<file path="config.mk">
export PLATFORM = sky130hd
export DESIGN_NAME = lut_gen
export DESIGN_NICKNAME = d
export VERILOG_FILES = /design/src/rtl/lut_gen_pkg.sv /design/src/rtl/lut_gen_cond.sv /design/src/rtl/lut_gen.sv
export SDC_FILE = /design/constraint.sdc
export NUM_CORES = 1
export LEC_CHECK = 0
export CAP_MARGIN = 20
export CORE_MARGIN = 1
export CORE_UTILIZATION = 53
export DETAILED_ROUTE_END_ITERATION = 10
export MAX_ROUTING_LAYER = met4
export PLACE_DENSITY_LB_ADDON = 0.25
export SYNTH_ARGS = -nofsm -noshare
export SYNTH_HDL_FRONTEND = slang
export SYNTH_SLANG_ARGS = --single-unit
export TNS_END_PERCENT = 50
</file>
<file path="constraint.sdc">
create_clock -name clk_i -period 6.2 [get_ports clk_i]
set_input_delay 0.62 -clock clk_i [delete_from_list [all_inputs] [get_ports clk_i]]
set_output_delay 0.62 -clock clk_i [all_outputs]
set_load 0.005 [all_outputs]
</file>
<file path="src/rtl/lut_gen_pkg.sv">
// Shared types and helpers for the parametrised bit-bus LUT block.
package lut_gen_pkg;

  typedef enum logic [1:0] {
    ModeLvl    = 2'd0,
    ModeRise   = 2'd1,
    ModeFall   = 2'd2,
    ModeEither = 2'd3
  } mode_e;

  localparam int unsigned MaxInputs = 6;

  function automatic int unsigned tbl_w(input int unsigned n);
    return 32'd1 << n;
  endfunction

endpackage

</file>
<file path="src/rtl/lut_gen_cond.sv">
// Per-input conditioner: remembers the previous input level and derives the
// level/edge-qualified index bit used for the truth-table lookup.
module lut_gen_cond
  import lut_gen_pkg::*;
(
  input  logic  clk_i,
  input  logic  reset_n_i,
  input  logic  inp_i,
  input  mode_e mode_i,
  input  logic  primed_i,
  output logic  c_o
);

  logic prev_q;

  always_ff @(posedge clk_i or negedge reset_n_i) begin
    if (!reset_n_i) begin
      prev_q <= 1'b0;
    end else begin
      prev_q <= inp_i;
    end
  end

  // Edge modes are gated by primed_i so stale history never produces a pulse.
  always_comb begin
    c_o = 1'b0;
    unique case (mode_i)
      ModeLvl:    c_o = inp_i;
      ModeRise:   c_o = primed_i & inp_i & ~prev_q;
      ModeFall:   c_o = primed_i & ~inp_i & prev_q;
      ModeEither: c_o = primed_i & (inp_i ^ prev_q);
      default:    c_o = 1'b0;
    endcase
  end

endmodule

</file>
<file path="src/rtl/lut_gen.sv">
// Parametrised LUT over NUM_INPUTS conditioned bit-bus inputs with a registered output.
// Optional output rising-edge counter enabled by defining LUT_GEN_COUNT_EN.
module lut_gen
  import lut_gen_pkg::*;
#(
  parameter int unsigned NUM_INPUTS = 5,
  localparam int unsigned TBL_W = tbl_w(NUM_INPUTS)
) (
  input  logic                    clk_i,
  input  logic                    reset_n_i,
  input  logic [NUM_INPUTS-1:0]   inp_i,
  input  logic [TBL_W-1:0]        FUNC,
  input  logic                    FUNC_WSTB,
  input  logic [2*NUM_INPUTS-1:0] MODE,
  input  logic                    MODE_WSTB,
`ifdef LUT_GEN_COUNT_EN
  output logic [31:0]             count_o,
`endif
  output logic                    out_o
);

  logic [TBL_W-1:0]        func_q;
  logic [2*NUM_INPUTS-1:0] mode_q;
  logic                    primed_q, primed_d;
  logic                    out_q, out_d;
  logic [NUM_INPUTS-1:0]   c;

  // A mode write drops primed for one cycle so edges spanning the change are ignored.
  assign primed_d = ~MODE_WSTB;

  always_ff @(posedge clk_i or negedge reset_n_i) begin
    if (!reset_n_i) begin
      func_q   <= '0;
      mode_q   <= '0;
      primed_q <= 1'b0;
      out_q    <= 1'b0;
    end else begin
      if (FUNC_WSTB) func_q <= FUNC;
      if (MODE_WSTB) mode_q <= MODE;
      primed_q <= primed_d;
      out_q    <= out_d;
    end
  end

  for (genvar i = 0; i < NUM_INPUTS; i++) begin : gen_cond
    lut_gen_cond u_cond (
      .clk_i     (clk_i),
      .reset_n_i (reset_n_i),
      .inp_i     (inp_i[i]),
      .mode_i    (mode_e'(mode_q[2*i +: 2])),
      .primed_i  (primed_q),
      .c_o       (c[i])
    );
  end

  always_comb begin
    out_d = func_q[c];
  end

  assign out_o = out_q;

`ifdef LUT_GEN_COUNT_EN
  logic [31:0] count_q;

  always_ff @(posedge clk_i or negedge reset_n_i) begin
    if (!reset_n_i) begin
      count_q <= '0;
    end else if (FUNC_WSTB || MODE_WSTB) begin
      count_q <= '0;
    end else if (out_d && !out_q) begin
      count_q <= count_q + 32'd1;
    end
  end

  assign count_o = count_q;
`endif

endmodule
</file>
==> impl_metrics.ini, run 1 <==
[outcome]
status = complete, no violations

[placement]
io_buffers = 51
place_inst = 274
preCtsSetupSlack_ns = 3.03
gp_congestion = 0.910
hpwl_um = 3640

[clock_network]
clock_latency_ns = 0.29
cts_max_path_buffers = 2
root_buffer = clkbuf_8
cts_tree = done
cts-htree-levels = 2
cts_resized = 0
clock_sinks = 49
postCtsSetupBuffers = 0
ctsHoldBuffers = 0
cts-buffers-inserted = 5
clk_pin_slew_ns = 0.08

[sta]
max_slew_margin_pct = 37.1
setup-violations-final = 0
setup_slack_ns = 3.42
hold_viol = 0
fin_crit_ns = 2.78
fmax_mhz = 360
rsz0062_at_grt = false
setup_tns_ns = 0
fin_skew_ns = 0.00584
min_period_over_period_pct = 44.8
slew_viol_final = 0
worst_pin_slew_ns = 0.930

[final_layout]
filler_cell_count = 280
drive_above_1_share_pct = 23.6
seq_area_um2 = 1230
fin_cells = 283
multi_input_area_um2 = 963
diodes = 0
fin_nets = 284
area_growth_pct = 27.9

[setup_path]
path_buf_inv = 1
critical-path-top-delay-family = simple AND/OR/NAND/NOR gates
start_kind = input port
slowest_stage = clkdlybuf4s50_1
critPathMaxFanout = 9
arrival_ns = 2.95
cp.required_ns = 6.37
cp_slowest_stage_delay_ns = 0.51
r2r_end = out_o
reg2reg_depth = 6
reg2reg_slack_ns = 3.79
rr_startpoint = primed_q
worstSetupPathType = input port to flip-flop
path_cells = clkdlybuf4s50_1 > or3b_1 > nand3_2 > mux2_2 > o211ai_1 > nand4_1 > or4_1
cp-end-kind = flip-flop

[drt]
vias_per_cell = 5.99
firstDrtPassIters = 4
drc = 0
ant_nets = 0
wirelength_um = 5010
wl_per_cell_um = 17.7
drt_iter0_markers = 107
vias = 1695

[floorplan]
ios = 52
die-height_um = 67.6
rows = 23
die_w_um = 67.6
die-area_um2 = 4570
start_util_pct = 56.2
core_um2 = 4060

[logic_synthesis]
netlist_instances = 181
synth_area_um2 = 2280
syn-num-nets = 232
ys_warn_count = 0
yosysSeqAreaShare_pct = 53.8
synth_cell_types = 35
ys_ff_latch = 49
avgSynthCellArea_um2 = 12.6

[flow_run]
cap_violations = 0

[pwr]
power_density_nw_per_um2 = 237
p_leak_nw = 1.22
ir_worst_vdd_v = 0.000179

[global_routing]
grt_pass1_vias = 1815
grt_pass1_wl_um = 8030
gr-total-overflow = 0
grt_start_max_net_pins = 50
grt_use_total_pct = 25.0
antenna_found_initial = 0

[worst_hold_path]
holdCritPathClass = input port to asynchronous set/reset pin
worst max path at each step:
| stage | start | to | slack (ns) | cells past startpoint |
|---|---|---|---|---|
| floorplan | inp_i[1] | out_o | 3.76 | 7 |
| global placement | inp_i[0] | out_o | 3.17 | 6 |
| global route | inp_i[3] | out_o | 3.32 | 7 |
| finish | inp_i[2] | out_o | 3.42 | 7 |
| detailed placement | inp_i[0] | out_o | 3.03 | 7 |
| CTS | inp_i[0] | out_o | 3.32 | 7 |
cells in the mapped netlist:
| cell | instances | area share, % |
|---|---|---|
| dfrtp_1 | 49 | 54 |
| mux2_2 | 39 | 19 |
| nand2_1 | 12 | 2.0 |
| nand4b_1 | 11 | 4.2 |
| inv_1 | 10 | 1.6 |
| o21ai_0 | 6 | 1.3 |
| mux2i_1 | 5 | 2.2 |
| clkbuf_1 | 4 | 0.66 |
| nand3_1 | 4 | 0.88 |
| nand4_1 | 4 | 1.1 |
| o211ai_1 | 4 | 1.3 |
| a31oi_1 | 3 | 0.82 |
| a211o_1 | 2 | 0.77 |
| a211oi_1 | 2 | 0.66 |
| and3_4 | 2 | 0.99 |
| buf_6 | 2 | 0.99 |
| nor2_1 | 2 | 0.33 |
| nor4_1 | 2 | 0.55 |
| o311ai_1 | 2 | 0.77 |
| a2111oi_0 | 1 | 0.38 |
| a211oi_2 | 1 | 0.55 |
| and4_2 | 1 | 0.44 |
| buf_1 | 1 | 0.16 |
| buf_2 | 1 | 0.22 |
| clkbuf_2 | 1 | 0.22 |
| nand3_2 | 1 | 0.44 |
| nor2b_1 | 1 | 0.27 |
| nor3b_1 | 1 | 0.33 |
| o2111ai_1 | 1 | 0.38 |
| o311a_1 | 1 | 0.44 |
| o311ai_0 | 1 | 0.38 |
| or3_1 | 1 | 0.27 |
| or3b_1 | 1 | 0.38 |
| or3b_4 | 1 | 0.49 |
| or4_1 | 1 | 0.33 |
state kept, by name, summed over array words and instances, names as in the netlist:
signal / count
func_q: 32
gen_cond.u_cond.prev_q: 5
mode_q: 10
out_o: 1
primed_q: 1
where the power goes:
group / total (mW) / internal, mW / switching [mW]
Clock: 0.186 / 0.0886 / 0.0971
Sequential: 0.370 / 0.351 / 0.0198
Combinational: 0.134 / 0.0786 / 0.0558
Total: 0.691 / 0.518 / 0.173
area by class of cell:
class                   count  share of cell area, %
multi-input cells         113                   33.1
inverters                  10                   1.29
repair buffers             54                   18.5
clock buffers               7                   2.96
flip-flops and latches     49                   42.1
well taps                  50                   2.15
kinds of logic (layout without fill, tap and decap cells):
group	after synthesis	in the layout	synth area share, %
AOI/OAI and AO/OA	24	24	7.80
buffers and inverters	19	71	3.90
muxes	44	44	21.5
and+or+nand+nor	45	45	13.0
DFF	49	49	53.8
metrics by stage:
step	util (%)	hold WS, ns	power (mW)	instance area [µm²]
floorplan	-	0.324	0.446	2280
global placement	69.1	0.491	0.498	2800
detailed placement	69.1	0.490	0.508	2800
CTS	71.2	0.516	0.692	2890
global route	71.8	0.134	0.724	2910
finish	71.8	0.139	0.691	2910
cells in the final DEF, fill, tap and decap left out, drive strengths merged:
cell type      Yosys  routed
inv               10      10
o2111ai            1       1
a2111oi            1       1
clkdlybuf4s50      0      50
nand4              4       4
or4                1       1
a211o              2       2
or3b               2       2
o21ai              6       6
or3                1       1
mux2              39      39
nor2b              1       1
nand2             12      12
nand4b            11      11
dfrtp             49      49
nor3b              1       1
o211ai             4       4
and3               2       2
a31oi              3       3
buf                4       3
o311a              1       1
nor4               2       2
mux2i              5       5
nand3              5       5
nor2               2       2
and4               1       1
o311ai             3       3
clkbuf             5       8
a211oi             3       3
routing by layer:
metal / wire [µm] / GRT usage, %
met3: 255 / 4.56
met1: 2000 / 27.9
met2: 2580 / 42.5
met4: 172 / 13.0
met5: 0 / -
(Power assumes the default switching activity.)
==> run 2, diff against run 1 <==
--- a/config.mk
+++ b/config.mk
@@ -7,7 +7,7 @@
 export LEC_CHECK = 0
 export CAP_MARGIN = 20
 export CORE_MARGIN = 1
-export CORE_UTILIZATION = 53
+export CORE_UTILIZATION = 50
 export DETAILED_ROUTE_END_ITERATION = 10
 export MAX_ROUTING_LAYER = met4
 export PLACE_DENSITY_LB_ADDON = 0.25
==> constraint.sdc (replaced) <==
create_clock -name clk_i -period 2.8 [get_ports clk_i]
set_input_delay 0.28 -clock clk_i [delete_from_list [all_inputs] [get_ports clk_i]]
set_output_delay 0.28 -clock clk_i [all_outputs]
set_load 0.005 [all_outputs]
==> run 2 against run 1 <==
Non-clock buffer count increased by 3. Sequential share of layout area down 1.1 points. Combinational power increased by 120%. First-iteration DRC count is 12% lower. Critical path depth is the same. Final area rose by 2.6%. Worst hold slack gained 0.21 ns. Clock power increased to 3.1 times the previous value. Largest power group unchanged. Clock-buffer cell count is 2 lower. Power rose by 150%. Highest routed layer unchanged.
==> impl_metrics.ini, run 2 (synthesized netlist as in run 1, its figures left out) <==
[clock_network]
cts-buffers-inserted = 5
cts_tree = done
cts_max_path_buffers = 2
clk_pin_slew_ns = 0.09
cts-htree-levels = 2
clock_sinks = 49
postCtsSetupBuffers = 0
root_buffer = clkbuf_8
clock_latency_ns = 0.30

[floorplan]
start_util_pct = 52.3
core_um2 = 4350
die-height_um = 69.5
rows = 24
ios = 52
die_w_um = 69.5
die-area_um2 = 4830

[pwr]
combPwrFrac_pct = 17.5
p_clk_share_pct = 34.4
p_leak_nw = 1.26
ir_worst_vdd_v = 0.000291
seqPwrFrac_pct = 48.1
power.switching_uw = 390
power_density_nw_per_um2 = 569
internal-power_mw = 1.31
power.share.switching_pct = 23.0

[global_routing]
gr-total-overflow = 0
grt_start_max_net_pins = 50
grt_pass1_wl_um = 8000
grt_use_total_pct = 21.5
antenna_found_initial = 0
grt_pass1_vias = 1700

[worst_hold_path]
holdCritPathClass = input port to asynchronous set/reset pin

[sta]
slew_viol_final = 0
rsz0062_at_grt = false
fin_crit_ns = 2.35
setup-violations-final = 0
fmax_mhz = 426
max_slew_margin_pct = 41.9
hold_viol = 0
min_period_over_period_pct = 83.9
setup_tns_ns = 0
fin_skew_ns = 0.00423
setup_slack_ns = 0.451
worst_pin_slew_ns = 0.858

[setup_path]
rr_startpoint = primed_q
reg2reg_depth = 6
cp-end-kind = flip-flop
r2r_end = out_o
cp.required_ns = 2.98
reg2reg_slack_ns = 0.51
worstSetupPathType = input port to flip-flop
path_cells = clkdlybuf4s50_1 > or3b_1 > nand3_2 > mux2_2 > o2111ai_1 > nand4_1 > or4_1
slowest_stage = clkdlybuf4s50_1
start_kind = input port
arrival_ns = 2.52
critPathMaxFanout = 6
cp_slowest_stage_delay_ns = 0.51

[flow_run]
cap_violations = 0

[final_layout]
post-route-util_pct = 68.6
area_growth_pct = 31.2
layout_commonest_cell = clkdlybuf4s50_1
drive_above_1_share_pct = 24.9
largest_register_ffs = 32
diodes = 0
fin_nets = 287
mostFrequentLayoutCells = clkdlybuf4s50_1 (50), dfrtp_1 (49), mux2_2 (39)
regMostFlops = func_q
largestRegisters = func_q (32), mode_q (10), gen_cond.u_cond.prev_q (5)

[placement]
preCtsSetupSlack_ns = -0.00263
hpwl_um = 3190
io_buffers = 51
gp_congestion = 0.777

[drt]
firstDrtPassIters = 4
wl_per_cell_um = 15.5
drc = 0
wirelength_um = 4480
vias = 1632
ant_nets = 0
drt_iter0_markers = 94
vias_per_cell = 5.65

[outcome]
status = complete, no violations
run 2: cell types whose count changed in the layout (fill, tap and decap cells not counted), sizes merged:
| cell | delta |
|---|---|
| buf | +2 |
| bufinv | +2 |
| clkbuf | -2 |
| clkinv | +1 |
| dlygate4sd3 | +1 |
run 2: how the worst max path moves through the flow:
stage	from	slack, ns	end
final	inp_i[2]	0.45	out_o
after global routing	inp_i[3]	0.37	out_o
after CTS	inp_i[0]	0.26	out_o
after detailed placement	inp_i[0]	-0.003	out_o
after global placement	inp_i[0]	0.09	out_o
after floorplan	mode_q[2]	0.58	out_o
run 2: area by class of cell:
type	instances	area, µm²
fillers	318	1370
flip-flops and latches	49	1230
multi-input cells	113	963
repair buffers	57	563
clock buffers	5	68.8
clock inverters	3	65.1
well taps	52	65.1
inverters	10	37.5
run 2: metrics by stage:
| step | cells | hold WS, ns | area, µm² | total power, mW |
|---|---|---|---|---|
| after global placement | 278 | 0.489 | 2820 | 1.12 |
| final | 289 | 0.349 | 2990 | 1.70 |
| after detailed placement | 278 | 0.497 | 2820 | 1.12 |
| after global routing | 289 | 0.347 | 2990 | 1.79 |
| after floorplan | 181 | -0.0156 | 2280 | 0.987 |
| after CTS | 286 | 0.206 | 2950 | 1.72 |
run 2: power by group through the flow:
| stage | registers, mW | logic [mW] | clock network, mW |
|---|---|---|---|
| final | 0.818 | 0.297 | 0.585 |
| after global routing | 0.829 | 0.327 | 0.634 |
| after CTS | 0.819 | 0.294 | 0.603 |
| after detailed placement | 0.833 | 0.291 | 0 |
| after global placement | 0.830 | 0.286 | 0 |
| after floorplan | 0.816 | 0.171 | 0 |
run 2: critical path: cells and delay by family:
kind | cells | cell delay [ns]
AOI/OAI and AO/OA | 1 | 0.17
buffers and inverters | 1 | 0.51
muxes | 1 | 0.35
and+or+nand+nor | 4 | 1.21
run 2: timing repair:
action,in CTS,in global routing
hold buffers,0,1
resized for setup,0,0
endpoints found under the hold margin,0,7
run 2: routing by layer:
layer	GRT usage, %	wire, µm
met1	29.3	2080
met2	32.4	2120
met3	5.09	201
met4	6.12	77
met5	-	0
